==> src/rtl/peripheral_dbg_soc_dii_channel_pkg.sv <==
// Shared debug-interconnect flit type plus the byte-beat encoding used on
// inter-subnet links.
package peripheral_dbg_soc_dii_channel;

    typedef struct packed {
        logic        valid;
        logic        last;
        logic [15:0] data;
    } dii_flit;

    localparam logic BEAT_LO = 1'b0;
    localparam logic BEAT_HI = 1'b1;

    typedef enum logic [1:0] {
        TX_IDLE = 2'd0,
        TX_LO   = 2'd1,
        TX_HI   = 2'd2
    } tx_state_e;

endpackage

==> src/rtl/peripheral_dbg_soc_ring_router_ext_fifo.sv <==
// Show-ahead flit FIFO for the link receive side; a pop in the same cycle as
// a push while full frees the slot first, so both proceed.
module peripheral_dbg_soc_ring_router_ext_fifo
    import peripheral_dbg_soc_dii_channel::*;
#(
    parameter int DEPTH = 4
) (
    input  logic        clk,
    input  logic        rst,
    input  logic        push,
    input  logic [16:0] push_flit,
    input  logic        pop,
    output dii_flit     head,
    output logic        full,
    output logic        empty
);

    localparam int AW = (DEPTH > 1) ? $clog2(DEPTH) : 1;
    localparam int CW = $clog2(DEPTH + 1);

    logic [16:0]   mem [DEPTH];
    logic [AW-1:0] wr_ptr;
    logic [AW-1:0] rd_ptr;
    logic [CW-1:0] count;
    logic          do_push;
    logic          do_pop;

    function automatic logic [AW-1:0] wrap_inc(input logic [AW-1:0] p);
        return (p == AW'(DEPTH - 1)) ? '0 : p + 1'b1;
    endfunction

    assign full    = (count == CW'(DEPTH));
    assign empty   = (count == '0);
    assign do_pop  = pop && !empty;
    assign do_push = push && (!full || do_pop);

    always_ff @(posedge clk or posedge rst) begin
        if (rst) begin
            wr_ptr <= '0;
            rd_ptr <= '0;
            count  <= '0;
        end else begin
            if (do_push) wr_ptr <= wrap_inc(wr_ptr);
            if (do_pop)  rd_ptr <= wrap_inc(rd_ptr);
            count <= count + CW'(do_push) - CW'(do_pop);
        end
    end

    // Storage carries no reset; occupancy alone decides what is visible.
    always_ff @(posedge clk) begin
        if (do_push) mem[wr_ptr] <= push_flit;
    end

    always_comb begin
        head.valid = !empty;
        head.last  = mem[rd_ptr][16];
        head.data  = mem[rd_ptr][15:0];
    end

endmodule

==> src/rtl/peripheral_dbg_soc_ring_router_ext_link.sv <==
// Inter-subnet link endpoint: serializes gateway flits into credit-controlled
// byte beats and reassembles, filters and buffers flits from the peer.
module peripheral_dbg_soc_ring_router_ext_link
    import peripheral_dbg_soc_dii_channel::*;
#(
    parameter int CREDITS      = 4,
    parameter int SUBNET_BITS  = 6,
    parameter int LOCAL_SUBNET = 0
) (
    input  logic       clk,
    input  logic       rst,
    input  dii_flit    dii_in,
    output logic       dii_in_ready,
    output dii_flit    dii_out,
    input  logic       dii_out_ready,
    output logic [7:0] link_tx_data,
    output logic       link_tx_valid,
    output logic       link_tx_hi,
    output logic       link_tx_last,
    input  logic [1:0] link_credit_in,
    input  logic [7:0] link_rx_data,
    input  logic       link_rx_valid,
    input  logic       link_rx_hi,
    input  logic       link_rx_last,
    output logic [1:0] link_credit_out,
    output logic [7:0] drop_count
);

    localparam int CW = $clog2(CREDITS + 1);

    tx_state_e     state;
    tx_state_e     state_next;
    logic [CW-1:0] credits;
    logic [CW:0]   credit_sum;
    logic          tx_hs;
    logic [15:0]   hold_data;
    logic          hold_last;

    assign dii_in_ready = (credits != '0) && (state == TX_IDLE || state == TX_HI);
    assign tx_hs        = dii_in.valid && dii_in_ready;
    assign credit_sum   = {1'b0, credits} + (CW+1)'(link_credit_in) - (CW+1)'(tx_hs);

    always_ff @(posedge clk or posedge rst) begin
        if (rst) begin
            state   <= TX_IDLE;
            credits <= CW'(CREDITS);
        end else begin
            assert (credit_sum <= (CW+1)'(CREDITS));
            state   <= state_next;
            credits <= (credit_sum > (CW+1)'(CREDITS)) ? CW'(CREDITS) : credit_sum[CW-1:0];
        end
    end

    always_ff @(posedge clk) begin
        if (tx_hs) begin
            hold_data <= dii_in.data;
            hold_last <= dii_in.last;
        end
    end

    // Beats come only from state and holding register, never from dii_in.
    always_comb begin
        state_next    = state;
        link_tx_valid = 1'b0;
        link_tx_hi    = BEAT_LO;
        link_tx_last  = 1'b0;
        link_tx_data  = '0;
        unique case (state)
            TX_IDLE: if (tx_hs) state_next = TX_LO;
            TX_LO: begin
                link_tx_valid = 1'b1;
                link_tx_data  = hold_data[7:0];
                state_next    = TX_HI;
            end
            TX_HI: begin
                link_tx_valid = 1'b1;
                link_tx_hi    = BEAT_HI;
                link_tx_last  = hold_last;
                link_tx_data  = hold_data[15:8];
                state_next    = tx_hs ? TX_LO : TX_IDLE;
            end
            default: state_next = TX_IDLE;
        endcase
    end

    logic        have_lo;
    logic [7:0]  lo_byte;
    logic        in_pkt;
    logic        dropping;
    logic        asm_vld;
    logic [15:0] asm_data;
    logic        foreign;
    logic        drop_flit;
    logic        keep;
    logic        pop;
    logic        overflow;
    logic        fifo_full;
    logic        fifo_empty;

    assign asm_vld   = link_rx_valid && (link_rx_hi == BEAT_HI) && have_lo;
    assign asm_data  = {link_rx_data, lo_byte};
    assign foreign   = asm_data[15 -: SUBNET_BITS] != SUBNET_BITS'(LOCAL_SUBNET);
    assign drop_flit = asm_vld && (in_pkt ? dropping : foreign);
    assign keep      = asm_vld && !drop_flit;
    assign pop       = !fifo_empty && dii_out_ready;
    // A full FIFO is only writable when the same-cycle pop frees a slot.
    assign overflow  = keep && fifo_full && !pop;

    always_ff @(posedge clk or posedge rst) begin
        if (rst) begin
            have_lo         <= 1'b0;
            in_pkt          <= 1'b0;
            dropping        <= 1'b0;
            drop_count      <= '0;
            link_credit_out <= '0;
        end else begin
            assert (!overflow);
            if (link_rx_valid) have_lo <= (link_rx_hi == BEAT_LO);
            if (asm_vld) begin
                in_pkt <= !link_rx_last;
                if (!in_pkt) dropping <= foreign;
            end
            if (asm_vld && !in_pkt && foreign && drop_count != 8'hFF)
                drop_count <= drop_count + 8'd1;
            link_credit_out <= 2'(pop) + 2'(drop_flit);
        end
    end

    always_ff @(posedge clk) begin
        if (link_rx_valid && link_rx_hi == BEAT_LO) lo_byte <= link_rx_data;
    end

    peripheral_dbg_soc_ring_router_ext_fifo #(
        .DEPTH(CREDITS)
    ) u_fifo (
        .clk      (clk),
        .rst      (rst),
        .push     (keep && !overflow),
        .push_flit({link_rx_last, asm_data}),
        .pop      (pop),
        .head     (dii_out),
        .full     (fifo_full),
        .empty    (fifo_empty)
    );

endmodule

==> config.mk <==
export PLATFORM = sky130hd
export DESIGN_NAME = peripheral_dbg_soc_ring_router_ext_link
export DESIGN_NICKNAME = d
export VERILOG_FILES = /design/src/rtl/peripheral_dbg_soc_dii_channel_pkg.sv /design/src/rtl/peripheral_dbg_soc_ring_router_ext_fifo.sv /design/src/rtl/peripheral_dbg_soc_ring_router_ext_link.sv
export SDC_FILE = /design/constraint.sdc
export NUM_CORES = 1
export LEC_CHECK = 0
export ABC_CLOCK_PERIOD_IN_PS = 4600
export BUFFER_PORTS_ARGS = -buffer_cell sky130_fd_sc_hd__buf_2
export CAP_MARGIN = 20
export CORE_MARGIN = 3
export CORE_UTILIZATION = 41
export CTS_CLUSTER_DIAMETER = 50
export CTS_CLUSTER_SIZE = 8
export DETAILED_ROUTE_END_ITERATION = 10
export PLACE_DENSITY = 0.69
export SLEW_MARGIN = 20
export SYNTH_ARGS = -nofsm -noshare
export SYNTH_HDL_FRONTEND = slang
export SYNTH_SLANG_ARGS = --single-unit
==> constraint.sdc <==
create_clock -name clk -period 4.6 [get_ports clk]
set_input_delay 0.69 -clock clk [delete_from_list [all_inputs] [get_ports clk]]
set_output_delay 0.69 -clock clk [all_outputs]
set_load 0.01 [all_outputs]
Word-level counts from Yosys, hierarchy flattened
Memory sizes are Yosys's and may differ from the RTL's.
Index checks and enable logic that the tools add are counted.
{"block": "word_totals", "in_bits": 34, "mem_bits_rw": 68, "ff_bits": 50, "n_memories": 1}
{"memory": "u_fifo.mem", "depth": 4, "width": 17, "rd": 1, "rd_ports_with_merged_regs": 0, "write_ports": 1, "line": "peripheral_dbg_soc_ring_router_ext_fifo.sv:21", "rtl": "logic [16:0] mem [DEPTH];"}
{"block": "classes", "n_reduce_logical": 30, "magnitude_cmp": 1, "n_eq_ne": 7, "add_sub_neg": 8, "bitwise": 1, "mux": 13}
{"cell": "1-bit logical AND", "count": 16}
{"cell": "8-bit one-hot mux with 2 select lines", "count": 1}
{"cell": "8-bit by 1-bit adder with 8-bit output (second input constant)", "count": 1}
{"cell": "8-bit inequality test (second input constant)", "count": 1}
{"cell": "1-bit zero test", "count": 7}
{"cell": "1-bit 2-to-1 mux", "count": 7}
{"cell": "2-bit == test (second input constant)", "count": 3}
{"cell": "2-bit 2-to-1 mux", "count": 3}
{"cell": "2-bit one-hot mux with 3 select lines", "count": 1}
{"cell": "6-bit nonzero test", "count": 1}
{"cell": "2-bit by 1-bit adder with 2-bit output (second input constant)", "count": 2}
{"cell": "3-bit by 2-bit adder with 4-bit output", "count": 1}
{"cell": "4-bit by 3-bit greater-than comparator with 1-bit output (second input constant)", "count": 1}
{"cell": "4-bit by 1-bit subtractor with 4-bit output", "count": 1}
{"cell": "3-bit by 1-bit adder with 3-bit output", "count": 1}
{"cell": "3-bit == test (second input constant)", "count": 1}
{"cell": "3-bit zero test", "count": 1}
{"cell": "3-bit 2-to-1 mux", "count": 1}
{"cell": "3-bit nonzero test", "count": 1}
{"cell": "3-bit by 1-bit subtractor with 3-bit output", "count": 1}
{"cell": "1-bit by 1-bit adder with 2-bit output", "count": 1}
{"cell": "2-bit by 1-bit == test with 1-bit output (second input constant)", "count": 1}
{"cell": "2-bit zero test", "count": 1}
{"cell": "1-bit logical OR", "count": 2}
{"cell": "other kinds (3)", "count": 3}

Depth between registers and ports, before layout
Gate-level depths: netlist of the first run.
{"block": "logic_depth", "depth_word": 12, "depth_mapped": 15}

Cells and area by module
A second synthesis of the first run with hierarchy kept.
{"block": "unflattened", "hier_cells": 275, "area_unflattened_um2": 4852.2}
{"module": "peripheral_dbg_soc_ring_router_ext_fifo", "area_each_um2": 2907.8, "n_inst": 1, "seq_area_each_um2": 2217.1, "cells_per_inst": 129}
{"module": "peripheral_dbg_soc_ring_router_ext_link", "area_each_um2": 1944.4, "n_inst": 1, "seq_area_each_um2": 1202.4, "cells_per_inst": 146}

Worst setup path before layout of the first run
OpenSTA, ideal clock, no wires.
{"block": "synth_path", "path_type": "flip-flop to flip-flop", "start": "register state[0]", "end": "register credits[0]", "n_path_buf": 1, "path_stages_with_launch": 16, "period_less_slack_ps": 3364, "setup_time_ps": 127, "t_required_ps": 4473, "slack_ps": 1236, "t_arrival_ps": 3237, "path_cell_list": "dfrtp_1 inv_1 ha_1 clkbuf_1 o32a_1 nand2_1 inv_1 ha_1 inv_1 ha_1 inv_1 fa_1 nor2b_1 a21oi_1 a2bb2oi_1 nor2b_1"}
{"block": "synth_between", "elab_chain_cells": 7, "word_cells_on_any_way": 8, "cone_classes": "add/sub: 1; order compare: 1; eq/ne: 1; mux: 1; reduce/logical: 4"}
{"element": "from (decl)", "line": "peripheral_dbg_soc_ring_router_ext_link.sv:31", "rtl": "tx_state_e state;"}
{"element": "from (signal assigned)", "line": "peripheral_dbg_soc_ring_router_ext_link.sv:49", "rtl": "state <= state_next;"}
{"element": "2-bit == test or 2-bit zero test (tied branches)", "line": "peripheral_dbg_soc_ring_router_ext_link.sv:39", "rtl": "assign dii_in_ready = (credits != '0) && (state == TX_IDLE || state == TX_HI);"}
{"element": "1-bit logical OR *", "line": "peripheral_dbg_soc_ring_router_ext_link.sv:39"}
{"element": "1-bit logical AND *", "line": "peripheral_dbg_soc_ring_router_ext_link.sv:39"}
{"element": "named net dii_in_ready", "line": "peripheral_dbg_soc_ring_router_ext_link.sv:13", "rtl": "output logic dii_in_ready,"}
{"element": "1-bit logical AND *", "line": "peripheral_dbg_soc_ring_router_ext_link.sv:40", "rtl": "assign tx_hs = dii_in.valid && dii_in_ready;"}
{"element": "named net tx_hs", "line": "peripheral_dbg_soc_ring_router_ext_link.sv:35", "rtl": "logic tx_hs;"}
{"element": "4-bit by 1-bit subtractor with 4-bit output *", "line": "peripheral_dbg_soc_ring_router_ext_link.sv:41", "rtl": "assign credit_sum = {1'b0, credits} + (CW+1)'(link_credit_in) - (CW+1)'(tx_hs);"}
{"element": "4-bit by 3-bit greater-than comparator with 1-bit output", "line": "peripheral_dbg_soc_ring_router_ext_link.sv:50", "rtl": "credits <= (credit_sum > (CW+1)'(CREDITS)) ? CW'(CREDITS) : credit_sum[CW-1:0];"}
{"element": "3-bit 2-to-1 mux *", "line": "peripheral_dbg_soc_ring_router_ext_link.sv:50"}
{"element": "to (signal assigned)", "line": "peripheral_dbg_soc_ring_router_ext_link.sv:46", "rtl": "credits <= CW'(CREDITS);"}
{"element": "to (signal assigned)", "line": "peripheral_dbg_soc_ring_router_ext_link.sv:50"}
{"element": "to (decl)", "line": "peripheral_dbg_soc_ring_router_ext_link.sv:33", "rtl": "logic [CW-1:0] credits;"}
The timed path passes the listed nets; every way through them passes the cells marked *.
A chain may end at the register's enable or synchronous reset.

Final worst setup path of the first run
{"block": "layout_path", "start": "register state[0]", "end": "register credits[0]"}
{"block": "layout_between", "elab_chain_cells": 7, "word_cells_on_any_way": 8, "cone_classes": "add/sub: 1; order compare: 1; eq/ne: 1; mux: 1; reduce/logical: 4"}
{"element": "2-bit == test or 2-bit zero test (tied branches)", "line": "peripheral_dbg_soc_ring_router_ext_link.sv:39"}
{"element": "1-bit logical OR *", "line": "peripheral_dbg_soc_ring_router_ext_link.sv:39"}
{"element": "1-bit logical AND *", "line": "peripheral_dbg_soc_ring_router_ext_link.sv:39"}
{"element": "1-bit logical AND *", "line": "peripheral_dbg_soc_ring_router_ext_link.sv:40"}
{"element": "named net tx_hs", "line": "peripheral_dbg_soc_ring_router_ext_link.sv:35"}
{"element": "4-bit by 1-bit subtractor with 4-bit output *", "line": "peripheral_dbg_soc_ring_router_ext_link.sv:41"}
{"element": "4-bit by 3-bit greater-than comparator with 1-bit output", "line": "peripheral_dbg_soc_ring_router_ext_link.sv:50"}
{"element": "3-bit 2-to-1 mux *", "line": "peripheral_dbg_soc_ring_router_ext_link.sv:50"}
Marks and branches as above.

==> results of run 1 <==
## Yosys cell counts (all sizes together) (2+ instances only)
cell type	number	area, um^2
dfrtp	24	601
a21o	2	15.0
mux4	17	383
inv	21	78.8
a21oi	6	33.8
mux2	5	56.3
xnor2	2	17.5
nor2b	12	75.1
a22oi	8	60.1
xor2	6	52.6
nor4	4	40.0
nor3	4	25.0
nor2	7	26.3
buf	3	15.0
nor4b	2	17.5
nand3	5	30.0
fa	2	40.0
o21ai	3	15.0
nand2b	2	12.5
edfxtp	93	2790
ha	19	238
nand2	7	26.3
clkbuf	3	11.3
and2	5	31.3
## stage by stage
stage,power [W],area [um^2],std cells
floorplan,0.00202,4790,272
global placement,0.00229,5320,481
detailed placement,0.00231,5320,481
CTS,0.00360,5900,513
global route,0.00374,5920,514
finish,0.00355,5920,514
## placed cells by master, fill, tap and decap left out, types with 3 or more instances in the layout
cell        instances
nor4_1              3
dfrtp_1            23
ha_1               19
inv_6               3
xor2_1              6
nand2_1             7
buf_2              73
o21ai_0             3
nor2_1              7
edfxtp_1           93
a21oi_1             5
mux2_2              3
nand3_1             4
nor2b_1            12
a22oi_1             8
and2_1              5
mux4_2             17
clkinv_4            4
clkbuf_16          17
inv_1              21
nor3_1              3
clkinvlp_4          3
## logic make-up (layout without fill, tap and decap cells)
kind of cell | after synthesis | in the layout | synth area share [%]
simple gates | 51 | 51 | 6.35
buf+inv | 27 | 129 | 2.19
fa+ha+maj | 21 | 21 | 5.80
xor+xnor | 8 | 8 | 1.46
flops | 118 | 118 | 71.4
compound gates | 25 | 25 | 3.63
mux | 22 | 22 | 9.17
## flip-flops by register name, indices dropped and copies added, names as in the netlist
register	flops
dropping	1
u_fifo.mem	68
in_pkt	1
link_credit_out	2
u_fifo.rd_ptr	2
u_fifo.count	3
lo_byte	8
hold_last	1
have_lo	1
state	2
drop_count	8
credits	3
hold_data	16
u_fifo.wr_ptr	2
## layer usage
layer | vias to the layer above | global-route usage [%] | wire length [um]
li1 | 1215 | - | -
met1 | 1282 | 16.7 | 3640
met2 | 62 | 23.7 | 4430
met3 | 5 | 5.50 | 455
met4 | 0 | 5.62 | 86
met5 | - | 0 | 0
## worst min path at each step
stage | slack, ps | end | from | depth (start not counted)
after global routing | 230 | state[1]$_DFFE_PP0P_ | rst | 2
after detailed placement | 470 | u_fifo.count[2]$_DFF_PP0_ | u_fifo.count[2]$_DFF_PP0_ | 1
after global placement | 470 | u_fifo.count[2]$_DFF_PP0_ | u_fifo.count[2]$_DFF_PP0_ | 1
after CTS | 440 | hold_data[8]$_DFFE_PP_ | dii_in[8] | 1
after floorplan | 450 | u_fifo.count[2]$_DFF_PP0_ | u_fifo.count[2]$_DFF_PP0_ | 1
final | 230 | state[1]$_DFFE_PP0P_ | rst | 2
## worst max-delay path, stage by stage, from the launching register on
cell and delay [ps]:
dfrtp_1 420, inv_1 100, ha_1 430, o32a_1 260, nand2_1 100, inv_1 80, ha_1 220, inv_1 60
ha_1 150, inv_1 60, fa_1 420, xor2_1 170, o2bb2ai_1 140, a2bb2oi_1 260, nor2b_1 80
## layout make-up
| cell class | count | area (um^2) |
|---|---|---|
| clock buffers | 19 | 433 |
| clock inverters | 13 | 149 |
| fillers | 907 | 5210 |
| inverters | 21 | 78.8 |
| multi-input cells | 127 | 1260 |
| flip-flops and latches | 118 | 3420 |
| well taps | 140 | 175 |
| repair buffers | 76 | 395 |
## power by group through the flow
| stage | Combinational [W] | Clock [W] | Sequential [W] |
|---|---|---|---|
| 5_1_grt | 0.000931 | 0.00134 | 0.00147 |
| 6_report | 0.000839 | 0.00126 | 0.00145 |
| 3_5_place_dp | 0.000845 | 0 | 0.00147 |
| 2_1_floorplan | 0.000633 | 0 | 0.00138 |
| 3_3_place_gp | 0.000827 | 0 | 0.00146 |
| 4_1_cts | 0.000855 | 0.00129 | 0.00145 |
==> impl_metrics.tcl, run 1 <==
set metrics [dict create \
    status "finished, final reports clean" \
    cts-hold-fix-buffers 0 \
    worstPathRequired_ps 4870 \
    cts_tree "built" \
    ant_nets 0 \
    p_sw_w 0.00102 \
    slew_headroom_pct 39.0 \
    cts_resized 0 \
    drc 0 \
    drt-pass1-iter-count 4 \
    clkPwrFrac_pct 35.6 \
    reg2reg_to "credits[0]$_DFF_PP0_" \
    areaGrowthSynthToFinish_pct 23.5 \
    hold_path.class "input port to async pin" \
    post-dp-hpwl_mm 5.62 \
    r2r_slack_ps 1540 \
    pre_cts_ws_ps 1540 \
    dr_total_vias 2564 \
    grt_max_degree 26 \
    hold_violations 0 \
    syn_avg_cell_area_um2 17.6 \
    dieWidth_um 114 \
    critPathCaptureType "flip-flop" \
    finClkSkew_ps 5.28 \
    io_buffers 73 \
    grt_overflow 0 \
    worst_pin_slew_ps 912 \
    start_util_pct 43.0 \
    syn_inst 272 \
    syn-cell-area_um2 4790 \
    die_h_um 114 \
    cts_root_buf "clkbuf_16" \
    worstSkewPairLatency_ps 400 \
    p_leak_nw 2.34 \
    yosysSeqAreaShare_pct 71.4 \
    dieArea_um2 13000 \
    timing.final.ws_setup_ps 1540 \
    async_flop_share_pct 21.2 \
    pwr-share-seq_pct 40.7 \
    post_cts_buffers 0 \
    vdd_drop_max_uv 354 \
    min_period_ps 3060 \
    ios 74 \
    critPathLaunch "state[0]$_DFFE_PP0P_" \
    path_class "flip-flop to flip-flop" \
    gp_congestion 0.768 \
    htreeDepth 4 \
    grt_setup_unrepaired "false" \
    cts_made_buffers 17 \
    power_frac_comb_pct 23.6 \
    setup_violations 0 \
    ys.flop_type "edfxtp_1" \
    critPathMaxFanout 11 \
    grt_pass1_vias 2735 \
    clockBufferDepth 2 \
    nets 416 \
    ys_warn_count 0 \
    coreArea_um2 11100 \
    fin_crit_sh_pct 66.6 \
    drt-initial-drc-count 139 \
    ys_ff_latch 118 \
    syn_nets 327 \
    critPathLaunchType "flip-flop" \
    r2r_cells 14 \
    num_rows 38 \
    hold_slack_ps 225 \
    grt_pass1_wl_mm 13.7 \
    diodes 0 \
    synth_edf_count 93 \
    fmax_mhz 326 \
    switching_share_pct 28.8 \
    track_usage_pct 14.3 \
    drive_above_1_share_pct 35.3 \
    utilization_pct 53.2 \
    endpoint "credits[0]$_DFF_PP0_" \
    synth.distinct_cells 39 \
    maxSlewViolCount 0 \
    vias_per_cell 4.99 \
    internal_power_w 0.00253 \
    p_per_area_nw_per_um2 600 \
    clkTransAtPathRegs_ps 50 \
    wl_mm 8.61 \
    clock-sinks 118 \
    totalNegativeSetupSlack_ps 0 \
    cap_violations 0 \
    wire_per_inst_um 16.8 \
    antenna_found_initial 0 \
    cp.arrival_ps 3340 \
    timing.rr.start "state[0]$_DFFE_PP0P_" \
]
Note: power is estimated with default switching activity, not from simulation.
==> inputs of run 2 (changes only) <==
--- a/config.mk
+++ b/config.mk
@@ -5,7 +5,7 @@
 export SDC_FILE = /design/constraint.sdc
 export NUM_CORES = 1
 export LEC_CHECK = 0
-export ABC_CLOCK_PERIOD_IN_PS = 4600
+export ABC_CLOCK_PERIOD_IN_PS = 2700
 export BUFFER_PORTS_ARGS = -buffer_cell sky130_fd_sc_hd__buf_2
 export CAP_MARGIN = 20
 export CORE_MARGIN = 3
@@ -13,7 +13,7 @@
 export CTS_CLUSTER_DIAMETER = 50
 export CTS_CLUSTER_SIZE = 8
 export DETAILED_ROUTE_END_ITERATION = 10
-export PLACE_DENSITY = 0.69
+export PLACE_DENSITY = 0.71
 export SLEW_MARGIN = 20
 export SYNTH_ARGS = -nofsm -noshare
 export SYNTH_HDL_FRONTEND = slang
==> constraint.sdc (replaced) <==
create_clock -name clk -period 2.7 [get_ports clk]
set_input_delay 0.405 -clock clk [delete_from_list [all_inputs] [get_ports clk]]
set_output_delay 0.405 -clock clk [all_outputs]
set_load 0.01 [all_outputs]
==> run 2 against run 1 <==
Against the previous run: global-route usage down 0.073 points; design area up 2.0%; final cell count up 2.1%; die area unchanged; sequential cell count unchanged; largest power group unchanged; routed wire length down 0.74%; total power up 72%.
==> impl_metrics.tcl, run 2 (synthesis results as in run 1) <==
set metrics [dict create \
    dieWidth_um 114 \
    start_util_pct 43.0 \
    grt_util_met2_pct 23.7 \
    p_per_area_nw_per_um2 1010 \
    crit_slowest_cell "dfrtp_1" \
    critPathMaxFanout 4 \
    critPathLaunch "state[1]$_DFFE_PP0P_" \
    dr_total_vias 2614 \
    cts_root_buf "clkbuf_16" \
    post-dp-hpwl_mm 5.74 \
    drt-initial-drc-count 106 \
    clockBufferDepth 2 \
    drt-pass1-iter-count 4 \
    areaGrowthSynthToFinish_pct 26.0 \
    pre_cts_ws_ps 7.05 \
    finClkSkew_ps 11.2 \
    drc 0 \
    dieArea_um2 13000 \
    worstSkewPairLatency_ps 400 \
    grt_max_degree 26 \
    grt_use_met1_pct 16.6 \
    hold_violations 0 \
    reg2reg_to "credits[1]$_DFF_PP0_" \
    timing.final.ws_setup_ps 151 \
    slew_headroom_pct 68.8 \
    totalNegativeSetupSlack_ps 0 \
    cpMostUsedCell "inv_2" \
    multi_input_area_um2 1310 \
    io_buffers 73 \
    ant_nets 0 \
    grt_setup_unrepaired "false" \
    fin_crit_sh_pct 94.4 \
    ios 74 \
    r2r_slack_ps 150 \
    cts_tree "built" \
    hold_slack_ps 177 \
    grt_busiest_layer "met2" \
    diodes 0 \
    setup_violations 0 \
    worstPathRequired_ps 2990 \
    clkTransAtPathRegs_ps 50 \
    die_h_um 114 \
    cp.arrival_ps 2840 \
    hold_depth 1 \
    path_cells "inv_2 > ha_2 > o32a_1 > nand2_2 > clkinvlp_4 > ha_4 > inv_2 > ha_4 > inv_2 > fa_2 > nor2b_2 > a21oi_2 > a2bb2oi_2 > nor2_1" \
    most-common-layout-cells "edfxtp_1 (93), buf_2 (73), dfrtp_1 (24), mux4_2 (17), clkbuf_16 (17)" \
    r2r_cells 14 \
    critPathLaunchType "flip-flop" \
    htreeDepth 4 \
    gp_congestion 0.742 \
    stdcell_area_um2 6040 \
    cts_made_buffers 17 \
    final_common_cell "edfxtp_1" \
    place_inst 489 \
    maxSlewViolCount 0 \
    clock-sinks 118 \
    layoutNonFillerInstCount 525 \
    critPathCaptureType "flip-flop" \
    path_class "flip-flop to flip-flop" \
    coreArea_um2 11100 \
    fillers 928 \
    p_leak_nw 2.37 \
    reg.largest.list "u_fifo.mem: 68 flops, hold_data: 16 flops" \
    cap_violations 0 \
    largest_reg_flops 68 \
    track_usage_pct 14.2 \
    endpoint "credits[1]$_DFF_PP0_" \
    timing.rr.start "state[1]$_DFFE_PP0P_" \
    antenna_found_initial 0 \
    grt_overflow 0 \
    min_period_ps 2550 \
    worst_pin_slew_ps 465 \
    status "finished, final reports clean" \
    worstHoldStart "dii_in[16]" \
    grt_pass1_wl_mm 13.7 \
    regMostFlops "u_fifo.mem" \
    area.sequential_um2 3420 \
    wl_mm 8.55 \
    max_stage_delay_ps 400 \
    grt_pass1_vias 2771 \
    nets 427 \
    drive_above_1_share_pct 39.2 \
    vias_per_cell 4.98 \
    met3_usage_pct 5.18 \
    hold_path.class "input port to flip-flop" \
    wire_per_inst_um 16.3 \
    num_rows 38 \
    fmax_mhz 392 \
    vdd_drop_max_uv 519 \
    place_area_um2 5420 \
]
-- run 2: cell types whose count changed in the layout (fill, tap and decap cells not counted), moves of 3 or more --
cell      before  now
buf_4          2   12
clkinv_1       0    4
ha_1          19   15
inv_1         21   16
inv_2          0    3
-- run 2: report_power, final --
group          internal [W]  total, W  leakage (nW)  switching, W
sequential          0.00220   0.00233          1.16      0.000132
clock               0.00135   0.00211         0.262      0.000766
combinational      0.000812   0.00166         0.943      0.000852
total               0.00436   0.00611          2.37       0.00175
-- run 2: through the flow --
| stage | power, W | util, % |
|---|---|---|
| finish | 0.00611 | 54.3 |
| global route | 0.00647 | 54.3 |
| CTS | 0.00618 | 53.9 |
| detailed placement | 0.00403 | 48.7 |
| global placement | 0.00397 | 48.7 |
| floorplan | 0.00350 | - |
-- run 2: critical path, delay by kind of cell (launching register included) --
kind	cells	cell delay [ps]
AO/OA/AOI/OAI	3	500
buffers and inverters	4	270
adder cells (fa/ha/maj)	4	920
AND/OR/NAND/NOR	3	360
flip-flops	1	400
-- run 2: timing repair --
action / 4_1_cts / 5_1_grt
pin swaps: 0 / 4
gates cloned: 0 / 0
setup buffers: 1 / 1
endpoints found under the setup margin: 2 / 3
hold buffers: 0 / 1
gates resized for setup: 0 / 4
hold endpoints to repair: 0 / 11
-- run 2: layout make-up --
class / instances / area share, %
well taps: 140 / 2.90
clock inverters: 13 / 2.20
inverters: 21 / 1.37
repair buffers: 87 / 7.96
multi-input cells: 127 / 21.7
flip-flops and latches: 118 / 56.7
clock buffers: 19 / 7.17
-- run 2: layer usage --
| metal | vias to the layer above | wire length (um) |
|---|---|---|
| met3 | 9 | 470 |
| met4 | 0 | 107 |
| met5 | - | 0 |
| li1 | 1240 | - |
| met1 | 1298 | 3610 |
| met2 | 67 | 4370 |
-- run 2: how the worst min path moves through the flow --
stage | slack [ps] | to
2_1_floorplan | 430 | credits[0]$_DFF_PP0_
3_3_place_gp | 470 | u_fifo.mem[1][0]$_DFFE_PP_
3_5_place_dp | 490 | u_fifo.mem[2][0]$_DFFE_PP_
4_1_cts | 160 | hold_last$_DFFE_PP_
5_1_grt | 160 | hold_last$_DFFE_PP_
6_report | 180 | hold_last$_DFFE_PP_
==> inputs of run 3 (changes only) <==
--- a/config.mk
+++ b/config.mk
@@ -5,6 +5,7 @@
 export SDC_FILE = /design/constraint.sdc
 export NUM_CORES = 1
 export LEC_CHECK = 0
+export ABC_AREA = 1
 export ABC_CLOCK_PERIOD_IN_PS = 2700
 export BUFFER_PORTS_ARGS = -buffer_cell sky130_fd_sc_hd__buf_2
 export CAP_MARGIN = 20
==> run 3 against run 2 <==
Against the previous run: first-iteration DRC count increased by 140%; global-route usage increased by 1.5 points; combinational power increased by 28%; critical path depth increased by 2; non-clock buffer count increased by 2; design area increased by 2.9%; register-to-register slack got worse by 90 ps; sequential cell count unchanged; setup slack got worse by 94 ps; critical endpoint is now credits[2]$_DFF_PP1_.
==> impl_metrics.tcl, run 3 <==
set metrics [dict create \
    status "finished, final reports clean" \
    path_class "flip-flop to flip-flop" \
    io_buffers 73 \
    most-common-layout-cells "edfxtp_1 (93), buf_2 (73), nand2_1 (55), nor2_1 (53), o21ai_0 (42)" \
    worst_pin_slew_ps 965 \
    p_leak_nw 2.56 \
    power_w 0.00668 \
    utilization_pct 53.7 \
    drive_above_1_share_pct 27.7 \
    hold_path.class "input port to flip-flop" \
    dieWidth_um 116 \
    synth_top_cell_area_share_pct 56.7 \
    num_rows 39 \
    grt_max_degree 37 \
    clkTransAtPathRegs_ps 50 \
    r2r_cells 16 \
    cts_root_buf "clkbuf_16" \
    regMostFlops "u_fifo.mem" \
    async_flop_share_pct 21.2 \
    syn_inst 403 \
    critPathLaunch "state[0]$_DFFE_PP0P_" \
    track_usage_pct 15.7 \
    min_period_ps 2640 \
    drt-initial-drc-count 253 \
    finClkSkew_ps 4.62 \
    areaGrowthSynthToFinish_pct 26.1 \
    ys_ff_latch 118 \
    hold_slack_ps 171 \
    endpoint "credits[2]$_DFF_PP1_" \
    cts_made_buffers 17 \
    maxSlewViolCount 0 \
    yosysMostFrequentCell "edfxtp_1" \
    p_per_area_nw_per_um2 1080 \
    clock-sinks 118 \
    drt-pass1-iter-count 5 \
    place_inst 619 \
    ys_warn_count 0 \
    cp.arrival_ps 2980 \
    worstPathRequired_ps 3030 \
    slew_headroom_pct 35.6 \
    post-dp-hpwl_mm 6.15 \
    layoutNonFillerInstCount 655 \
    wl_mm 9.70 \
    synth_area_leaders "edfxtp_1 (57%), dfrtp_1 (12%), ha_1 (4.8%), nand2_1 (4.3%), o21ai_0 (4.3%)" \
    syn-cell-area_um2 4920 \
    yosysTopAreaCell "edfxtp_1" \
    syn_avg_cell_area_um2 12.2 \
    nets 555 \
    clockBufferDepth 2 \
    critPathMaxFanout 3 \
    cts_tree "built" \
    synth.distinct_cells 29 \
    setup_violations 0 \
    gp_congestion 0.791 \
    yosysSeqAreaShare_pct 69.4 \
    grt_pass1_vias 3224 \
    critPathCaptureType "flip-flop" \
    r2r_slack_ps 60 \
    fmax_mhz 378 \
    vdd_drop_max_uv 695 \
    synth_common_cells "edfxtp_1 (93), nand2_1 (57), nor2_1 (53)" \
    die_h_um 116 \
    hold_violations 0 \
    htreeDepth 4 \
    diodes 0 \
    dieArea_um2 13400 \
    ant_nets 0 \
    timing.rr.start "state[0]$_DFFE_PP0P_" \
    fin_crit_sh_pct 97.9 \
    worstSkewPairLatency_ps 400 \
    start_util_pct 42.6 \
    syn_nets 458 \
    ios 74 \
    vias_per_cell 4.90 \
    coreArea_um2 11600 \
    reg.largest.list "u_fifo.mem: 68 flops, hold_data: 16 flops" \
    critPathLaunchType "flip-flop" \
    cap_violations 0 \
    wire_per_inst_um 14.8 \
    grt_pass1_wl_mm 15.8 \
    final_common_cell "edfxtp_1" \
    dr_total_vias 3208 \
    reg2reg_to "credits[2]$_DFF_PP1_" \
    grt_overflow 0 \
    grt_setup_unrepaired "true" \
    largest_reg_flops 68 \
    drc 0 \
    synth_edf_count 93 \
    antenna_found_initial 0 \
    ys.flop_type "edfxtp_1" \
]
run 3: cell families after synthesis:
group | count (synthesis) | synth area share, %
xor gates and xnor gates | 10 | 1.78
and+or+nand+nor | 128 | 10.9
buffers and inverters | 52 | 4.22
AOI/OAI and AO/OA | 74 | 8.05
adders and majority gates | 21 | 5.64
DFF | 118 | 69.4
run 3: area by class of cell:
type	count	area, um^2
Inverter	41	158
Multi-Input combinational cell	233	1380
Sequential cell	118	3420
Timing Repair Buffer	89	485
Clock buffer	18	429
Fill cell	942	5350
Tap cell	143	179
Clock inverter	13	156
run 3: worst min path at each step:
stage | startpoint | end | cells past startpoint
after CTS | dii_in[8] | hold_data[8]$_DFFE_PP_ | 1
after global routing | dii_in[8] | hold_data[8]$_DFFE_PP_ | 1
final | dii_in[1] | hold_data[1]$_DFFE_PP_ | 1
after floorplan | rst | credits[0]$_DFF_PP0_ | 1
after detailed placement | lo_byte[5]$_DFFE_PP_ | u_fifo.mem[1][5]$_DFFE_PP_ | 0
after global placement | lo_byte[4]$_DFFE_PP_ | u_fifo.mem[2][4]$_DFFE_PP_ | 0
run 3: worst max-delay path, stage by stage (launching register included):
cell and delay [ps]:
dfrtp_1 370, inv_2 80, ha_4 160, or2_1 220, nand2_1 80, inv_2 60
nand2_4 70, clkinvlp_4 100, ha_4 220, inv_2 60, ha_4 120, inv_2 30
fa_2 540, nand2_2 60, nand2_2 80, nand3_4 90, or2_4 240
run 3: per-stage QoR:
step	area (um^2)	setup TNS (ps)	worst slack (ps)
after floorplan	4970	-599	-264
after global placement	5550	0	68.8
after detailed placement	5550	-26.2	-26.2
after CTS	6170	-9.77	-9.77
after global routing	6210	-36.6	-36.6
final	6210	0	56.4
run 3: repair_timing:
item | 4_1_cts | 5_1_grt
resized for setup | 4 | 6
setup endpoints to repair | 3 | 3
pin swaps | 8 | 5
setup buffers | 3 | 2
hold buffers | 0 | 0
run 3: metal layers:
metal	global-route usage [%]	up-vias	part of all wire [%]
li1	-	1585	-
met1	18.4	1529	42
met2	26.4	85	52
met3	5.64	9	5.5
met4	6.03	0	0.84
met5	0	-	0
run 3: power by group:
part	internal, W	leakage, nW	switching, W
logic	0.000841	1.12	0.00129
registers	0.00221	1.16	0.000135
clock network	0.00144	0.279	0.000762
